===== src/rtl/rom_scan_ram.sv =====
// rom_scan_ram: DEPTH = 2**AW entry x DW bit synchronous RAM.
// Reset preloads mem[i] = (i*INIT_STEP) mod 2**DW. After reset it accepts writes.
// It has a registered random read port and a scan sequencer that streams
// addresses 0..DEPTH-1, one entry per cycle.
// Ports:
//   clk, rst              rising-edge clock, synchronous active-high reset
//   we, waddr, wdata      write port (legal in every state)
//   re, raddr             random read request (honoured only while idle)
//   scan_start            start a full-memory scan (honoured only while idle)
//   rdata, rdaddr, rvalid registered read data, its address, valid strobe
//   scan_busy, scan_done  scan in progress / one-cycle last-word marker
module rom_scan_ram #(
    parameter int unsigned AW        = 3,
    parameter int unsigned DW        = 4,
    parameter int unsigned INIT_STEP = 2
) (
    input  logic          clk,
    input  logic          rst,
    input  logic          we,
    input  logic [AW-1:0] waddr,
    input  logic [DW-1:0] wdata,
    input  logic          re,
    input  logic [AW-1:0] raddr,
    input  logic          scan_start,
    output logic [DW-1:0] rdata,
    output logic [AW-1:0] rdaddr,
    output logic          rvalid,
    output logic          scan_busy,
    output logic          scan_done
);

    localparam int unsigned DEPTH = 2 ** AW;

    localparam logic [1:0] ST_IDLE = 2'd0;
    localparam logic [1:0] ST_SCAN = 2'd1;
    localparam logic [1:0] ST_DONE = 2'd2;

    logic [DW-1:0] mem [DEPTH];
    logic [1:0]    state;
    logic [AW-1:0] ptr;

    // Read issue decode: the scan owns the read port while active.
    logic          rd_issue;
    logic [AW-1:0] rd_addr;

    always_comb begin
        rd_issue = 1'b0;
        rd_addr  = raddr;
        unique case (state)
            ST_IDLE: rd_issue = re;
            ST_SCAN: begin
                rd_issue = 1'b1;
                rd_addr  = ptr;
            end
            default: rd_issue = 1'b0;
        endcase
    end

    // Memory array. The read samples the pre-write contents, so a same-address
    // read/write returns the old data (read-first).
    always_ff @(posedge clk) begin
        if (rst) begin
            for (int unsigned i = 0; i < DEPTH; i++) begin
                mem[AW'(i)] <= DW'(i * INIT_STEP);
            end
        end else if (we) begin
            mem[waddr] <= wdata;
        end
    end

    // Read output register.
    always_ff @(posedge clk) begin
        if (rst) begin
            rdata  <= '0;
            rdaddr <= '0;
            rvalid <= 1'b0;
        end else begin
            rvalid <= rd_issue;
            if (rd_issue) begin
                rdata  <= mem[rd_addr];
                rdaddr <= rd_addr;
            end
        end
    end

    // Scan sequencer.
    always_ff @(posedge clk) begin
        if (rst) begin
            state <= ST_IDLE;
            ptr   <= '0;
        end else begin
            unique case (state)
                ST_IDLE: begin
                    if (scan_start) begin
                        state <= ST_SCAN;
                        ptr   <= '0;
                    end
                end
                ST_SCAN: begin
                    ptr <= ptr + 1'b1;
                    if (ptr == AW'(DEPTH - 1)) begin
                        state <= ST_DONE;
                    end
                end
                ST_DONE: state <= ST_IDLE;
                default: state <= ST_IDLE;
            endcase
        end
    end

    assign scan_busy = (state == ST_SCAN);
    assign scan_done = (state == ST_DONE);

endmodule


===== config.mk =====
export PLATFORM = sky130hd
export DESIGN_NAME = rom_scan_ram
export DESIGN_NICKNAME = d
export VERILOG_FILES = /design/src/rtl/rom_scan_ram.sv
export SDC_FILE = /design/constraint.sdc
export NUM_CORES = 1
export LEC_CHECK = 0
export ABC_AREA = 1
export CORE_ASPECT_RATIO = 1.1
export CORE_MARGIN = 2
export CORE_UTILIZATION = 41
export CTS_CLUSTER_DIAMETER = 120
export DETAILED_ROUTE_END_ITERATION = 7
export GPL_TIMING_DRIVEN = 0
export PLACE_DENSITY = 0.64
export SYNTH_ARGS = -nofsm -noshare
export SYNTH_HDL_FRONTEND = slang
export SYNTH_SLANG_ARGS = --single-unit

===== constraint.sdc =====
create_clock -name clk -period 3.1 [get_ports clk]
set_input_delay 0.62 -clock clk [delete_from_list [all_inputs] [get_ports clk]]
set_output_delay 0.62 -clock clk [all_outputs]
set_load 0.05 [all_outputs]

==> results of run 1 <==
-- layout make-up --
cell class	instances	area, um^2
buffer	4	28.8
clock buffer	6	72.6
fill	476	2480
tap	58	72.6
clock inverter	2	15.0
inverter	40	150
sequential	45	1220
timing repair buffer	24	240
multi-input combinational	164	748
-- registers in the layout, indices dropped and copies added (netlist names) --
signal / count
rdaddr: 3
rdata: 4
ptr: 3
state: 2
rvalid: 1
mem: 32
-- per-stage QoR --
stage | total power (W) | instances
2_1_floorplan | 0.000873 | 253
3_3_place_gp | 0.000950 | 335
3_5_place_dp | 0.000952 | 335
4_1_cts | 0.00130 | 343
5_1_grt | 0.00135 | 343
6_report | 0.00129 | 343
-- Yosys cell counts (2+ instances only) --
master / number
a21oi_1: 5
a22oi_1: 2
buf_2: 2
dfxtp_1: 13
edfxtp_1: 32
ha_1: 2
inv_1: 39
nand2_1: 65
nand2_2: 3
nand2_4: 2
nand3_1: 37
nand3b_1: 4
nor2_1: 37
o21ai_0: 3
-- worst max-delay path: cells and delay by family, from the launching register on --
kind	cells	cell delay, ns
flops	1	0.42
buf+inv	2	0.96
simple gates	1	0.18
-- report_power, final --
group | switching [W] | internal [W] | total (W)
Clock | 0.000195 | 0.000159 | 0.000354
Sequential | 0.0000152 | 0.000683 | 0.000698
Combinational | 0.000156 | 0.0000844 | 0.000240
Total | 0.000366 | 0.000926 | 0.00129
-- kinds of logic after synthesis --
kind of cell | after synthesis | share of synthesized area (%)
and+or+nand+nor | 150 | 30.5
buffers and inverters | 44 | 8.33
AOI/OAI and AO/OA | 12 | 3.20
adders and majority gates | 2 | 1.16
DFF | 45 | 56.8
-- layer usage --
| metal | wire (um) | track usage [%] | up-vias |
|---|---|---|---|
| met4 | 106 | 7.96 | 0 |
| met5 | 0 | 0 | - |
| met1 | 1970 | 20.5 | 723 |
| li1 | - | - | 874 |
| met2 | 1930 | 25.6 | 44 |
| met3 | 186 | 4.17 | 11 |
-- path summary, 6_finish.rpt --
kind / cells past startpoint / from / to / slack, ns
worst min register to register: 2 / ptr[0]$_SDFFE_PP0P_ / ptr[0]$_SDFFE_PP0P_ / 0.50
worst max-delay path: 3 / state[0]$_SDFFE_PP0P_ / scan_busy / 0.62
worst min-delay path: 2 / ptr[0]$_SDFFE_PP0P_ / ptr[0]$_SDFFE_PP0P_ / 0.50
worst max register to register: 7 / state[0]$_SDFFE_PP0P_ / rdata[3]$_SDFFE_PP0P_ / 1.55
==> impl_metrics.ini, run 1 <==
[status]
status = completed

[finish]
final_cell_mix = nand2_1, inv_1, nor2_1, nand3_1, edfxtp_1
utilization_pct = 50.6
antenna_cells = 0
final_layout_size_suffix_gt1_share_pct = 6.67
nets = 301
fin_area_um2 = 2550
area_growth_pct = 18.6
final_common_cell = nand2_1

[clock_network]
path_clk_slew_ns = 0.08
cts_root_buffer = clkbuf_8
ctsHoldBuffers = 0
numCtsBuffers = 5
cts_buffer_depth = 2
cts_tree = done
htree_levels = 2
cts_setup_buffers = 0
clk_latency_ns = 0.30
cts.repair.resized = 0
clock_sinks = 45

[synthesis]
synth.avg_cell_area_um2 = 8.49
yosysTopAreaCell = edfxtp_1
syn_inst = 253
ys_types = 21
yosys.area.top_type_share_pct = 44.7
synth_edf_count = 32
synth_nets = 270
synth_seq_cells = 45
synthTopCellsByArea = edfxtp_1, dfxtp_1, nand2_1
ys.flop_type = edfxtp_1
syn_area_um2 = 2150
yosys_warnings = 0
synth_seq_area_share_pct = 56.8
async_reset_ff_share_pct = 0

[setup_path]
start_kind = register
worstPathCellList = nand2_2 -> inv_2 -> clkdlybuf4s50_1
end_kind = output pin
critPathSlowestCell = clkdlybuf4s50_1
critPathMaxFanout = 8
cp.arrival_ns = 1.86
critPathKind = register to output pin
crit_required_ns = 2.48
cpPeakStageDelay_ns = 0.81

[floorplan]
core_um2 = 5030
pin_count = 25
start_util_pct = 42.7
fp.dieW_um = 73.0
die_y_um = 79.9
dieArea_um2 = 5840
rows = 27

[routing]
antenna_left = 0
vias_per_cell = 4.82
dr.pass1.iters = 4
drc = 0
vias = 1652
post_drt_wl_per_cell_um = 12.2
drt-initial-drc-count = 54
drt_wl_total_um = 4190

[sta]
finalSetupViolations = 0
fin_ws_ns = 0.616
rsz0062_at_grt = no
finalCritPeriodShare_pct = 80.1
worstMarginPinSlew_ns = 0.517
slew_violations = 0
fmax_mhz = 403
min_period_ns = 2.48
fin_hold_ws_ns = 0.504
setup_tns_ns = 0
slew_headroom_pct = 65.3
finClkSkew_ns = 0.00525
finalHoldViolCount = 0

[power]
ir_worst_vdd_v = 0.000244
p_per_area_nw_per_um2 = 507
p_leak_nw = 1.10

[grt]
grt_pass1_vias = 1592
overflow = 0
grt_start_max_net_pins = 15
antenna_found_initial = 0
grt_use_total_pct = 16.3
grt_first_pass_wirelength_um = 7120

[placement]
portBuffers = 24
dp_worst_setup_slack_ns = 0.484
dp_hpwl_um = 3110
place.gp.congestion = 0.823
post_dp_cell_area_um2 = 2460

[min_path]
worstHoldPathType = register to register

[flow_run]
cap_violations = 0
Power figures use the tool's default switching activity.
==> run 2, diff against run 1 <==
--- a/config.mk
+++ b/config.mk
@@ -12,7 +12,7 @@
 export CTS_CLUSTER_DIAMETER = 120
 export DETAILED_ROUTE_END_ITERATION = 7
 export GPL_TIMING_DRIVEN = 0
-export PLACE_DENSITY = 0.64
+export PLACE_DENSITY = 0.67
 export SYNTH_ARGS = -nofsm -noshare
 export SYNTH_HDL_FRONTEND = slang
 export SYNTH_SLANG_ARGS = --single-unit
==> constraint.sdc (replaced) <==
create_clock -name clk -period 2 [get_ports clk]
set_input_delay 0.4 -clock clk [delete_from_list [all_inputs] [get_ports clk]]
set_output_delay 0.4 -clock clk [all_outputs]
set_load 0.05 [all_outputs]
==> run 2 against run 1 <==
Power rose by 65%. Largest cell class unchanged. Register-to-register slack got worse by 1.1 ns. Die area is the same. Non-clock buffer count did not move. Critical endpoint is now rdaddr[0]. Largest power group unchanged. Sequential share of layout area is 0.42 points lower.
==> impl_metrics.ini, run 2 (same netlist as run 1, synthesis figures left out) <==
[finish]
antenna_cells = 0
largest_register_ffs = 32
final_cell_mix = nand2_1, inv_1, nand3_1
utilization_pct = 51.1
fillers = 471
final_common_cell = nand2_1
final_layout_size_suffix_gt1_share_pct = 7.72
final_cell_count_no_fill = 343
largest-register = mem
area_growth_pct = 19.7
nets = 301
top_regs = mem x32, rdata x4

[grt]
grt_start_max_net_pins = 15
overflow = 0
grt_pass1_vias = 1589
antenna_found_initial = 0
grt_first_pass_wirelength_um = 6670
grt_use_total_pct = 15.2

[setup_path]
start_kind = register
cpPeakStageDelay_ns = 0.80
crit_required_ns = 1.60
cp_top_family = buffers and inverters
worstPathCellList = clkdlybuf4s50_1
critPathSlowestCell = clkdlybuf4s50_1
crit_buf_inv = 1
critPathMaxFanout = 2
reg2reg_slack_ns = 0.46
cp.arrival_ns = 1.42
end_kind = output pin
critPathKind = register to output pin

[clock_network]
cts_tree = done
clk_latency_ns = 0.30
numCtsBuffers = 5
path_clk_slew_ns = 0.08
clock_sinks = 45
cts_setup_buffers = 0
cts_root_buffer = clkbuf_8
htree_levels = 2
cts_buffer_depth = 2

[sta]
min_period_ns = 1.82
finalCritPeriodShare_pct = 91.2
fmax_mhz = 548
worstMarginPinSlew_ns = 0.522
finalHoldViolCount = 0
finalSetupViolations = 0
fin_hold_ws_ns = 0.475
slew_headroom_pct = 65.0
rsz0062_at_grt = no
fin_ws_ns = 0.177
finClkSkew_ns = 0.00730
slew_violations = 0

[floorplan]
fp.dieW_um = 73.0
rows = 27
dieArea_um2 = 5840
start_util_pct = 42.7
pin_count = 25
die_y_um = 79.9
core_um2 = 5030

[placement]
dp_hpwl_um = 3030
portBuffers = 24
place.gp.congestion = 0.856
dp_worst_setup_slack_ns = -0.415
place_inst = 335

[routing]
post_drt_wl_per_cell_um = 11.9
drc = 0
antenna_left = 0
dr.pass1.iters = 4
vias = 1696
vias_per_cell = 4.94
drt_wl_total_um = 4080
drt-initial-drc-count = 79

[flow_run]
cap_violations = 0

[power]
ir_worst_vdd_v = 0.000287
power_w = 0.00213
p_per_area_nw_per_um2 = 830
p_leak_nw = 1.13

[min_path]
worstHoldPathType = input port to register

[status]
status = completed
-- run 2: metrics by stage --
step                setup TNS, ns  cell area [um^2]
finish                          0              2570
global route                    0              2570
CTS                             0              2570
detailed placement          -9.48              2460
global placement            -9.24              2460
floorplan                       0              2150
-- run 2: per-layer routing --
| layer | part of all wire [%] | track usage, % | vias to the layer above | routed length, um |
|---|---|---|---|---|
| met1 | 45 | 17.7 | 756 | 1840 |
| met3 | 5.2 | 4.04 | 8 | 211 |
| li1 | - | - | 873 | - |
| met5 | 0 | 0 | - | 0 |
| met4 | 2.3 | 8.15 | 0 | 92 |
| met2 | 47 | 25.1 | 59 | 1930 |
-- run 2: path summary, 6_finish.rpt --
path                     startpoint                     to  cells after the start
min                             rst    ptr[2]$_SDFFE_PP0P_                      2
min reg2reg     ptr[0]$_SDFFE_PP0P_    ptr[0]$_SDFFE_PP0P_                      2
max reg2reg   state[0]$_SDFFE_PP0P_  rdata[2]$_SDFFE_PP0P_                      7
max          rdaddr[0]$_SDFFE_PP0P_              rdaddr[0]                      1
-- run 2: repair_timing --
| item | 4_1_cts | 5_1_grt |
|---|---|---|
| resized for setup | 4 | 3 |
| hold buffers | 0 | 0 |
| pin swaps | 0 | 0 |
| endpoints found under the setup margin | 14 | 25 |
| cloned | 0 | 0 |
-- run 2: area by class of cell --
cell class	count	area, um^2	share of cell area, %
Sequential cell	45	1220	47.5
Multi-Input combinational cell	164	751	29.2
Timing Repair Buffer	24	236	9.20
Inverter	40	150	5.84
Clock buffer	6	72.6	2.82
Tap cell	58	72.6	2.82
Clock inverter	2	38.8	1.51
Buffer	4	28.8	1.12
-- run 2: power by group --
group | switching (W) | total [W] | internal [W]
clock network | 0.000309 | 0.000684 | 0.000375
registers | 0.0000231 | 0.00108 | 0.00106
logic | 0.000240 | 0.000369 | 0.000129
total | 0.000572 | 0.00213 | 0.00156
==> RTL change 1: new RTL, settings of run 1 <==
Change the parameter `DW` from 4 to 5.
--- a/src/rtl/rom_scan_ram.sv
+++ b/src/rtl/rom_scan_ram.sv
@@ -13,3 +13,3 @@
     parameter int unsigned AW        = 3,
-    parameter int unsigned DW        = 4,
+    parameter int unsigned DW        = 5,
     parameter int unsigned INIT_STEP = 2
Interface: changed (resized rdata and wdata); port bits go from 25 to 27. No check against the original RTL was run, so the function may have changed too.
==> RTL change 1 against run 1 <==
Via count rose by 17%; routed wire length grew 27%; power grew 18%; area after synthesis up 21%; critical endpoint unchanged; clock power rose by 16%; cell area grew 20%; sequential share of layout area grew 0.71 points; highest routed layer unchanged; setup slack got worse by 17 ps; fmax is 0.67% lower; largest power group unchanged; sequential cell count is 9 higher; die area up 20%; final cell count rose by 20%.
==> RTL change 1: results (changes against run 1) <==
- Dpl hpwl: 3.987 mm (+28%)
- Seq/Total Area, Yosys: 0.5712 (+0.002720)
- WL per Instance: 12.94 µm (+6.0%)
- First-pass GRT wire length: 8.638 mm (+21%)
- Routed vias: 1,931 (+17%)
- Worst r2r src: state[0]$_SDFFE_PP0P_
- Reg clk slew, reported paths: 100 ps (+20 ps)
- Cell Area, Placed: 2954 µm² (+20%)
- VDD IR max: 0.0002118 V (-13%)
- Synth Net Count: 314 (+16%)
- Worst flop-to-flop path endpoint: rdata[4]$_SDFFE_PP0P_
- Leak pwr: 1.298 nW (+18%)
- Pwr dens: 501.0 nW/µm² (-1.2%)
- Placed Instances: 402 (+20%)
- Routability congestion estimate: 0.7890 (-4.1%)
- Starting DRT DRC Count: 201 (+270%)
- Vias per cell: 4.710 (-2.2%)
- EDFF count, synth: 40 (+25%)
- GR Util met3: 0.04564 (+0.003976)
- Netlist cell types: 22 (+4.8%)
- Worst EP arrival: 1880 ps (+20 ps)
- Least-Margin Pin Slew: 507.8 ps (-9.021 ps)
- Fin Clk Skew: 4.377 ps (-0.8744 ps)
- Met2 GRT Util: 0.2697 (+0.01382)
- Biggest regs: mem (40), rdata (5)
- Filler cell count: 599 (+26%)
- PortBufs: 26 (+8.3%)
- DR WL met2: 2.520 mm (+31%)
- Share of cells above drive strength 1: 0.07879 (+0.01212)
- GR Layer Usage met1: 0.2084 (+0.002937)
- Place WS: 511.2 ps (+26.86 ps)
- Largest net degree at the start of global routing: 19 (+4)
- Met3 WL: 308 µm (+66%)
- Syn Inst Count: 296 (+17%)
- Hold_ws: 494.3 ps (-9.767 ps)
- Vias in the first global route: 1,844 (+16%)
- Final Net Count: 347 (+15%)
- GRT Util Overall: 0.1631 (+0.0005004)
- Outcome: finished clean
RTL change 1: cell families (layout without fill, tap and decap cells):
group | after synthesis | after routing | synth area share
adder cells (fa/ha/maj) | 2 | 2 | 0.009646
AO/OA/AOI/OAI | 13 | 13 | 0.03329
flip-flops | 54 | 54 | 0.5712
buffers and inverters | 53 | 87 | 0.09068
AND/OR/NAND/NOR | 174 | 174 | 0.2952
RTL change 1: cell type report:
class | instances | share of cell area
multi-input combinational | 189 | 0.2879
timing repair buffer | 26 | 0.08542
sequential | 54 | 0.4862
inverter | 44 | 0.05462
clock buffer | 5 | 0.02259
buffer | 9 | 0.02259
tap | 80 | 0.03285
clock inverter | 3 | 0.007803
RTL change 1: report_power, final:
part / total [mW] / switching (mW) / internal [mW]
combinational: 0.272 / 0.173 / 0.0986
clock: 0.412 / 0.246 / 0.165
sequential: 0.843 / 0.0203 / 0.822
total: 1.53 / 0.440 / 1.09
==> RTL change 2: new RTL, settings of run 1 <==
Without the edit above. Reset style: asynchronous (`rst`), changed in 3 clocked blocks. Comments in the files are not updated.
--- a/src/rtl/rom_scan_ram.sv
+++ b/src/rtl/rom_scan_ram.sv
@@ -60,3 +60,3 @@
     // read/write returns the old data (read-first).
-    always_ff @(posedge clk) begin
+    always_ff @(posedge clk or posedge rst) begin
         if (rst) begin
@@ -71,3 +71,3 @@
     // Read output register.
-    always_ff @(posedge clk) begin
+    always_ff @(posedge clk or posedge rst) begin
         if (rst) begin
@@ -86,3 +86,3 @@
     // Scan sequencer.
-    always_ff @(posedge clk) begin
+    always_ff @(posedge clk or posedge rst) begin
         if (rst) begin
Formal check against the unedited RTL: differs if rst is asserted again (counterexample within 4 cycles, from zero or initial values and one cycle with rst high); with rst held inactive, the same outputs for 10 cycles.
==> RTL change 2 against run 1 <==
Count of clock-buffer cells in the layout up 1; worst hold slack worse by 22 ps; critical endpoint unchanged; critical path type unchanged; setup slack better by 25 ps; cell area up 4.1%; critical path depth up 1; area after synthesis up 3.3%; sequential share of layout area down 4.9 points; sequential cell count unchanged; routed wire length up 11%.
Power is not compared: it rests on default switching activity, and its combinational part moved more than twofold at a synthesized area within 25%.
==> RTL change 2: results (changes against run 1) <==
- Outcome: finished clean
- Crit-path max cell delay: 800 ps
- Clock Tree Root: clkbuf_8
- Worst Reg2Reg Path Length in Cells: 9 (+2)
- Fin Clk Skew: 7.110 ps (+1.859 ps)
- Crit path max fanout: 9 (+1)
- VDD IR max: 0.0002909 V
- NetSw: 1.082 mW
- Post-route minimum period: 2459 ps (-25.42 ps)
- GRT Util Overall: 0.1842 (+0.02160)
- Worst EP arrival: 1840 ps (-20 ps)
- Worst Hold Path EP: mem[10]$_DFFE_PP0P_
- Antenna diodes: 0 (unchanged)
- Final Net Count: 303 (+0.66%)
- Final ANT Viol Nets: 0 (unchanged)
- Slew HR: 0.6701 (+0.01696)
- CTS buffer count: 5 (unchanged)
- Hold_ws: 481.8 ps (-22.28 ps)
- Reg clk slew, reported paths: 80 ps (about the same)
- Post-Synth Adder-Cell Area: 0.01128 (-0.0003679)
- Clk Latency, worst-skew pair: 310 ps
- Worst flop-to-flop path endpoint: rdata[0]$_DFFE_PP0P_
- Largest net degree at the start of global routing: 32 (+17)
- Pwr dens: 937.5 nW/µm²
- Share of power burned in registers: 0.345
- Post-Syn Area per Cell: 8.734 µm² (+2.9%)
- Flop-to-flop setup slack: 1700 ps (+150 ps)
- Share of cells above drive strength 1: 0.1324 (+0.06574)
- Placed Instances: 354 (+5.7%)
- Routed vias: 1,707 (+3.3%)
- CP max stage cell: clkdlybuf4s50_1
- First-pass GRT wire length: 8.217 mm (+15%)
- Cell Area, Placed: 2572 µm² (+4.5%)
- Routability congestion estimate: 0.7600 (-7.6%)
- Place WS: 963.0 ps (+478.7 ps)
- Initial antenna violation count: 0 (unchanged)
- Yosys warnings: 0 (unchanged)
- Critical Path Source: state[1]$_DFFE_PP0P_
- Top post-synthesis cells by area: dfrtp_1 37%, dfstp_2 14%, nand2_1 12%
- WL per Instance: 12.85 µm (+5.3%)
- Starting DRT DRC Count: 111 (+110%)
- Synth async-reset ratio: 1.000 (+1.000)
- Netlist cell types: 22 (+4.8%)
- Hold crit path type: reg2reg
- Synth Net Count: 271 (+0.37%)
- Dpl hpwl: 3.354 mm (+7.7%)
- Vias per cell: 4.715 (-2.1%)
- Top post-synthesis cells by count: 70 x nand2_1, 37 x o21ai_0, 36 x nand3_1
- Top_reg_cell synth: dfrtp_1
- HP Start: mem[10]$_DFFE_PP0P_
- Synth Area in Compound Gates: 0.1139 (+0.08190)
- Seq/Total Area, Yosys: 0.5144 (-0.05405)
## RTL change 2: changes by cell type after synthesis, moves of 10 or more
| cell | before | now |
|---|---|---|
| dfrtp_1 | 0 | 33 |
| dfstp_2 | 0 | 12 |
| dfxtp_1 | 13 | 0 |
| edfxtp_1 | 32 | 0 |
| inv_1 | 39 | 29 |
| nor2_1 | 37 | 10 |
| o21ai_0 | 3 | 37 |
## RTL change 2: cell type report
cell class	instances	area, µm²
Sequential cell	45	1141
Multi-Input combinational cell	174	907.1
Inverter	31	121.4
Buffer	4	48.80
Clock inverter	1	5.005
Clock buffer	7	76.32
Timing Repair Buffer	25	260.3
Tap cell	75	93.84
Fill cell	540	2636
## RTL change 2: routing by layer
metal  routed length, µm  global-route usage  vias to the layer above  share of wire
li1                    -                   -                      884              -
met1                2324              0.2656                      781           0.50
met2                2051              0.2670                       35           0.44
met3                 180             0.04094                        7          0.039
met4                  94             0.07636                        0          0.020
met5                   0                   0                        -              0
